### src/rtl/plot_pkg.sv
// ============================================================================
// Module  : plot_pkg
// Brief   : Shared screen geometry, pixel field widths and arbiter state type.
// Revision: 1.0 - initial release
// ============================================================================
`default_nettype none

package plot_pkg;

    localparam int X_W   = 9;
    localparam int Y_W   = 8;
    localparam int COL_W = 15;

    localparam logic [X_W-1:0] SCR_W = 9'd320;
    localparam logic [Y_W-1:0] SCR_H = 8'd240;

    typedef enum logic [0:0] {
        IDLE  = 1'b0,
        GRANT = 1'b1
    } plot_state_t;

endpackage

`default_nettype wire

### src/rtl/rr_pick.sv
// ============================================================================
// Module  : rr_pick
// Brief   : Combinational round-robin picker; search starts just after 'last'.
// Revision: 1.0 - initial release
// ============================================================================
`default_nettype none

module rr_pick #(
    parameter int N     = 4,
    parameter int IDX_W = 2
) (
    input  logic [N-1:0]     req,
    input  logic [IDX_W-1:0] last,
    output logic [N-1:0]     win,
    output logic             any
);

    always_comb begin
        logic [IDX_W-1:0] w_idx;
        win   = '0;
        any   = 1'b0;
        w_idx = '0;
        // Visit last+1 .. last+N so the previous winner is considered last.
        for (int k = 1; k <= N; k++) begin
            w_idx = IDX_W'((int'(last) + k) % N);
            if (!any && req[w_idx]) begin
                win[w_idx] = 1'b1;
                any        = 1'b1;
            end
        end
    end

endmodule

`default_nettype wire

### src/rtl/plot_arbiter.sv
// ============================================================================
// Module  : plot_arbiter
// Brief   : Burst arbiter sharing the vga_adapter pixel port among engines.
//           Optional PLOT_ARB_CLIP_EN drops off-screen pixels and counts them.
// Revision: 1.0 - initial release
// ============================================================================
`default_nettype none

module plot_arbiter
    import plot_pkg::*;
#(
    parameter int N_REQ     = 4,
    parameter int MAX_BURST = 0
) (
    input  logic                   clk,
    input  logic                   reset,
    input  logic [N_REQ-1:0]       req,
    input  logic [N_REQ-1:0]       pix_valid,
    input  logic [N_REQ-1:0]       pix_last,
    input  logic [N_REQ*X_W-1:0]   pix_x,
    input  logic [N_REQ*Y_W-1:0]   pix_y,
    input  logic [N_REQ*COL_W-1:0] pix_colour,
    output logic [N_REQ-1:0]       gnt,
    output logic                   writeEn,
    output logic [X_W-1:0]         X,
    output logic [Y_W-1:0]         Y,
    output logic [COL_W-1:0]       colour,
    output logic                   busy
`ifdef PLOT_ARB_CLIP_EN
    ,
    output logic [15:0]            clip_count
`endif
);

    localparam int IDX_W = (N_REQ > 1) ? $clog2(N_REQ) : 1;

    plot_state_t        r_state;
    logic [N_REQ-1:0]   r_gnt;
    logic [IDX_W-1:0]   r_last;
    logic [15:0]        r_burst_cnt;
    logic               r_busy;
    logic               r_we;
    logic [X_W-1:0]     r_x;
    logic [Y_W-1:0]     r_y;
    logic [COL_W-1:0]   r_col;
`ifdef PLOT_ARB_CLIP_EN
    logic [15:0]        r_clip_cnt;
`endif

    logic [X_W-1:0]     w_x_arr   [N_REQ];
    logic [Y_W-1:0]     w_y_arr   [N_REQ];
    logic [COL_W-1:0]   w_col_arr [N_REQ];
    logic [N_REQ-1:0]   w_win;
    logic               w_any;
    logic [IDX_W-1:0]   w_win_idx;
    logic               w_sel_req;
    logic               w_sel_valid;
    logic               w_sel_last;
    logic               w_burst_end;
    logic               w_clip;

    generate
        for (genvar gi = 0; gi < N_REQ; gi++) begin : g_unpack
            assign w_x_arr[gi]   = pix_x[gi*X_W +: X_W];
            assign w_y_arr[gi]   = pix_y[gi*Y_W +: Y_W];
            assign w_col_arr[gi] = pix_colour[gi*COL_W +: COL_W];
        end
    endgenerate

    rr_pick #(
        .N     (N_REQ),
        .IDX_W (IDX_W)
    ) u_pick (
        .req  (req),
        .last (r_last),
        .win  (w_win),
        .any  (w_any)
    );

    always_comb begin
        w_win_idx = '0;
        for (int i = 0; i < N_REQ; i++) begin
            if (w_win[i]) w_win_idx = IDX_W'(i);
        end
    end

    // While granted, r_last is the current winner's index.
    assign w_sel_req   = req[r_last];
    assign w_sel_valid = pix_valid[r_last];
    assign w_sel_last  = pix_last[r_last];
    assign w_burst_end = (MAX_BURST != 0) && (r_burst_cnt == 16'(MAX_BURST - 1));

`ifdef PLOT_ARB_CLIP_EN
    assign w_clip = (w_x_arr[r_last] >= SCR_W) || (w_y_arr[r_last] >= SCR_H);
`else
    assign w_clip = 1'b0;
`endif

    always_ff @(posedge clk) begin
        if (reset) begin
            r_state     <= IDLE;
            r_gnt       <= '0;
            r_last      <= IDX_W'(N_REQ - 1);
            r_burst_cnt <= '0;
            r_busy      <= 1'b0;
            r_we        <= 1'b0;
            r_x         <= '0;
            r_y         <= '0;
            r_col       <= '0;
`ifdef PLOT_ARB_CLIP_EN
            r_clip_cnt  <= '0;
`endif
        end else begin
            r_we <= 1'b0;
            case (r_state)
                IDLE: begin
                    if (w_any) begin
                        r_gnt       <= w_win;
                        r_last      <= w_win_idx;
                        r_burst_cnt <= '0;
                        r_busy      <= 1'b1;
                        r_state     <= GRANT;
                    end
                end
                GRANT: begin
                    if (!w_sel_req) begin
                        r_gnt   <= '0;
                        r_busy  <= 1'b0;
                        r_state <= IDLE;
                    end else if (w_sel_valid) begin
                        if (!w_clip) begin
                            r_we  <= 1'b1;
                            r_x   <= w_x_arr[r_last];
                            r_y   <= w_y_arr[r_last];
                            r_col <= w_col_arr[r_last];
                        end
`ifdef PLOT_ARB_CLIP_EN
                        if (w_clip && (r_clip_cnt != 16'hFFFF)) begin
                            r_clip_cnt <= r_clip_cnt + 16'd1;
                        end
`endif
                        if (r_burst_cnt != 16'hFFFF) begin
                            r_burst_cnt <= r_burst_cnt + 16'd1;
                        end
                        if (w_sel_last || w_burst_end) begin
                            r_gnt   <= '0;
                            r_busy  <= 1'b0;
                            r_state <= IDLE;
                        end
                    end
                end
                default: r_state <= IDLE;
            endcase
        end
    end

    assign gnt     = r_gnt;
    assign busy    = r_busy;
    assign writeEn = r_we;
    assign X       = r_x;
    assign Y       = r_y;
    assign colour  = r_col;
`ifdef PLOT_ARB_CLIP_EN
    assign clip_count = r_clip_cnt;
`endif

endmodule

`default_nettype wire

### config.mk
export PLATFORM = sky130hd
export DESIGN_NAME = plot_arbiter
export DESIGN_NICKNAME = d
export VERILOG_FILES = /design/src/rtl/plot_pkg.sv /design/src/rtl/rr_pick.sv /design/src/rtl/plot_arbiter.sv
export SDC_FILE = /design/constraint.sdc
export NUM_CORES = 1
export LEC_CHECK = 0
export ABC_AREA = 1
export BUFFER_PORTS_ARGS = -buffer_cell sky130_fd_sc_hd__buf_2
export CAP_MARGIN = 15
export CORE_MARGIN = 1
export CORE_UTILIZATION = 44
export CTS_CLUSTER_DIAMETER = 60
export DETAILED_ROUTE_END_ITERATION = 10
export GPL_TIMING_DRIVEN = 0
export PLACE_DENSITY = 0.82
export SYNTH_ARGS = -nofsm -noshare
export SYNTH_HDL_FRONTEND = slang
export SYNTH_HIERARCHICAL = 1
export SYNTH_SLANG_ARGS = --single-unit
### constraint.sdc
create_clock -name clk -period 2.7 [get_ports clk]
set_input_delay 0.135 -clock clk [delete_from_list [all_inputs] [get_ports clk]]
set_output_delay 0.135 -clock clk [all_outputs]
set_load 0.02 [all_outputs]
==> flow_metrics.py <==
metrics = {
    "finish": {
        "n_antenna_cell": 0,
        "syn2layout_area_growth_pct": 37.12,
        "ff_latch_area_sq_um": 822.0,
        "layout_common_cells": "buf_2, nand2_1, nor2_1, o21ai_0, nand3_1",
        "multi_input_area_sq_mm": 0.001838,
        "finalInstanceArea_sq_mm": 0.004016,
        "stdcell_count": 737,
        "nFillCells": 633,
        "layout_commonest_cell": "buf_2",
        "post-route-util_pct": 62.89,
        "nets": 809,
        "layout-drive-gt1-share_pct": 34.09,
    },
    "route": {
        "drt_pre_antenna_iters": 5,
        "ant_nets": 0,
        "drt_iter0_markers": 242,
        "wirelength_mm": 10.74,
        "via_count": 3972,
        "routed_via_density": 5.389,
        "drc": 0,
        "wire_per_inst_microns": 14.57,
    },
    "yosys": {
        "synth_warnings": 6,
        "postSynthCellCount": 474,
        "synth_area_leaders": "dfxtp_1, nand2_1, o21ai_0",
        "syn_nets": 624,
        "synth_area_sq_mm": 0.002929,
        "synth_sequential_area_ratio_pct": 28.02,
        "synth_top_cell_by_area": "dfxtp_1",
        "synth.distinct_cells": 25,
        "synth-seq-cells": 41,
        "synth_top_area_share_pct": 28.02,
        "postSynthAreaPerCell_sq_um": 6.179,
    },
    "global_route": {
        "grt_max_degree": 14,
        "grt_use_total_pct": 29.87,
        "antenna_found_initial": 0,
        "grt_overflow": 0,
        "grt_pass1_wl_mm": 17.32,
        "grt_pass1_vias": 3745,
    },
    "sta": {
        "setup_viol": 0,
        "finClkSkew_ns": 0.009447,
        "min_period_ns": 2.357,
        "fmax_ghz": 0.4243,
        "timing.hold.ws_ns": 0.2476,
        "worst_slack_ns": 0.3429,
        "rsz0062_at_grt": "no",
        "tightestPinTransition_ns": 0.5202,
        "tns_ns": 0,
        "fin_crit_sh_pct": 87.30,
        "finalMaxSlewViolations": 0,
        "maxSlewHeadroom_pct": 65.32,
        "hold_violations": 0,
    },
    "power": {
        "power_density_mw_per_mm2": 950.2,
        "seqPwrFrac_pct": 22.1,
        "ir_worst_vdd_mv": 0.4457,
        "p_int_mw": 1.819,
        "leakage_nw": 1.990,
        "clockPowerShare_pct": 11.3,
        "switching_share_pct": 52.34,
        "switchingPower_mw": 1.998,
        "finalPower_mw": 3.816,
        "combPwrFrac_pct": 66.6,
    },
    "worst_setup_path": {
        "crit_family": "simple AND/OR/NAND/NOR gates",
        "startpoint": "r_last[1]$_SDFFE_PP1P_",
        "cp_cell_sequence": "inv_1 -> ha_1 -> inv_1 -> nand3_1 -> nand2_1 -> nor2_4 -> nand2_1 -> inv_1 -> nor2_2 -> inv_1 -> a21oi_1 -> o211ai_1",
        "slowest_stage": "dfxtp_1",
        "timing.rr.start": "r_last[1]$_SDFFE_PP1P_",
        "crit_fanout": 8,
        "slowest_delay_ns": 0.50,
        "critical_path_class": "flip-flop to flip-flop",
        "crit_top_cell": "inv_1",
        "crit_path_end_kind": "flip-flop",
        "start_kind": "flip-flop",
        "arrival_ns": 2.53,
        "cp_num_buf_inv": 4,
        "required_ns": 2.87,
    },
    "floorplan": {
        "num_rows": 29,
        "num_io_pins": 180,
        "fp.dieH_microns": 83.59,
        "core_region_area_sq_mm": 0.006386,
        "start_util_pct": 45.87,
        "design.die.area_sq_mm": 0.006987,
        "fp.dieW_microns": 83.59,
    },
    "placement": {
        "dp.final_hpwl_mm": 8.113,
        "portBuffers": 178,
        "place_ws_ns": 0.1449,
        "postPlaceCellArea_sq_mm": 0.003916,
        "gp_congestion": 0.8766,
        "dp.cells": 729,
    },
    "clocking": {
        "cts_resized": 0,
        "clk_latency_ns": 0.30,
        "cts_tree": "done",
        "postCtsHoldBufs": 0,
        "cts_buffers": 5,
        "root_buffer": "clkbuf_8",
        "post_cts_buffers": 0,
        "cts.sinks": 41,
        "cts_max_level": 2,
        "cts_max_path_buffers": 2,
        "clk_pin_slew_ns": 0.09,
    },
    "hold_path": {
        "hp-start": "reset",
        "hold_class": "input port to flip-flop",
    },
    "flow_run": {
        "max-cap-violations": 0,
    },
    "run_status": {
        "status": "finished clean",
    },
}
==> worst paths after layout <==
check        slack, ns                 endpoint  cells after the start
min reg2reg       0.46  colour[11]$_SDFFE_PP0P_                      2
max               0.34   r_last[0]$_SDFFE_PP1P_                     12
max reg2reg       0.34   r_last[0]$_SDFFE_PP1P_                     12
min               0.25   r_last[0]$_SDFFE_PP1P_                      3
==> tightest hold or removal path, stage by stage <==
cell      delay, ns
clkbuf_1       0.21
a21oi_1        0.08
o211ai_1       0.08
==> routing by layer <==
metal / vias to the layer above / track usage [%] / share of wire (%)
met2: 189 / 51.07 / 49
met1: 1798 / 37.95 / 42
li1: 1967 / - / -
met5: - / 0 / 0
met4: 0 / 10.02 / 1.8
met3: 18 / 5.045 / 7.5
==> power groups by stage <==
stage / sequential, mW / clock (mW) / combinational [mW]
2_1_floorplan: 0.975 / 0 / 1.67
3_3_place_gp: 0.846 / 0 / 2.42
3_5_place_dp: 0.851 / 0 / 2.49
4_1_cts: 0.839 / 0.431 / 2.50
5_1_grt: 0.863 / 0.467 / 2.82
6_report: 0.843 / 0.432 / 2.54
==> synth_stat cells <==
cell type and number:
ha_1 8, a21oi_4 1, nor2_1 74, nand3_1 52, o211ai_1 1, nand2_2 5, buf_4 4, inv_2 3
nand3_4 2, buf_2 17, buf_1 1, buf_6 1, or2_0 1, dfxtp_1 41, nand2_4 1, nand3_2 2
clkbuf_1 13, o21a_1 1, o2111ai_1 1, nor2_4 1, nand2_1 87, inv_1 22, o21ai_0 64, a21oi_1 39
o22ai_1 32
==> kinds of logic (layout without fill, tap and decap cells) <==
group / count (synthesis) / in the layout / synth area share, %
adders and majority gates: 8 / 8 / 3.417
buffers and inverters: 61 / 247 / 9.312
DFF: 41 / 41 / 28.02
AOI/OAI and AO/OA: 139 / 139 / 25.80
and+or+nand+nor: 225 / 225 / 33.45
==> state kept, by name, summed over array words and instances, names as in the netlist <==
| register | flops |
|---|---|
| r_last | 2 |
| colour | 15 |
| writeEn | 1 |
| Y | 8 |
| gnt | 4 |
| busy | 1 |
| r_state | 1 |
| X | 9 |
==> area by class of cell <==
| type | instances | area share (%) |
|---|---|---|
| buffer | 36 | 4.455 |
| inverter | 25 | 2.336 |
| tap | 77 | 2.399 |
| multi-input combinational | 372 | 45.76 |
| clock buffer | 6 | 2.056 |
| clock inverter | 2 | 0.3427 |
| timing repair buffer | 178 | 22.18 |
| sequential | 41 | 20.47 |
(Power assumes the default switching activity.)
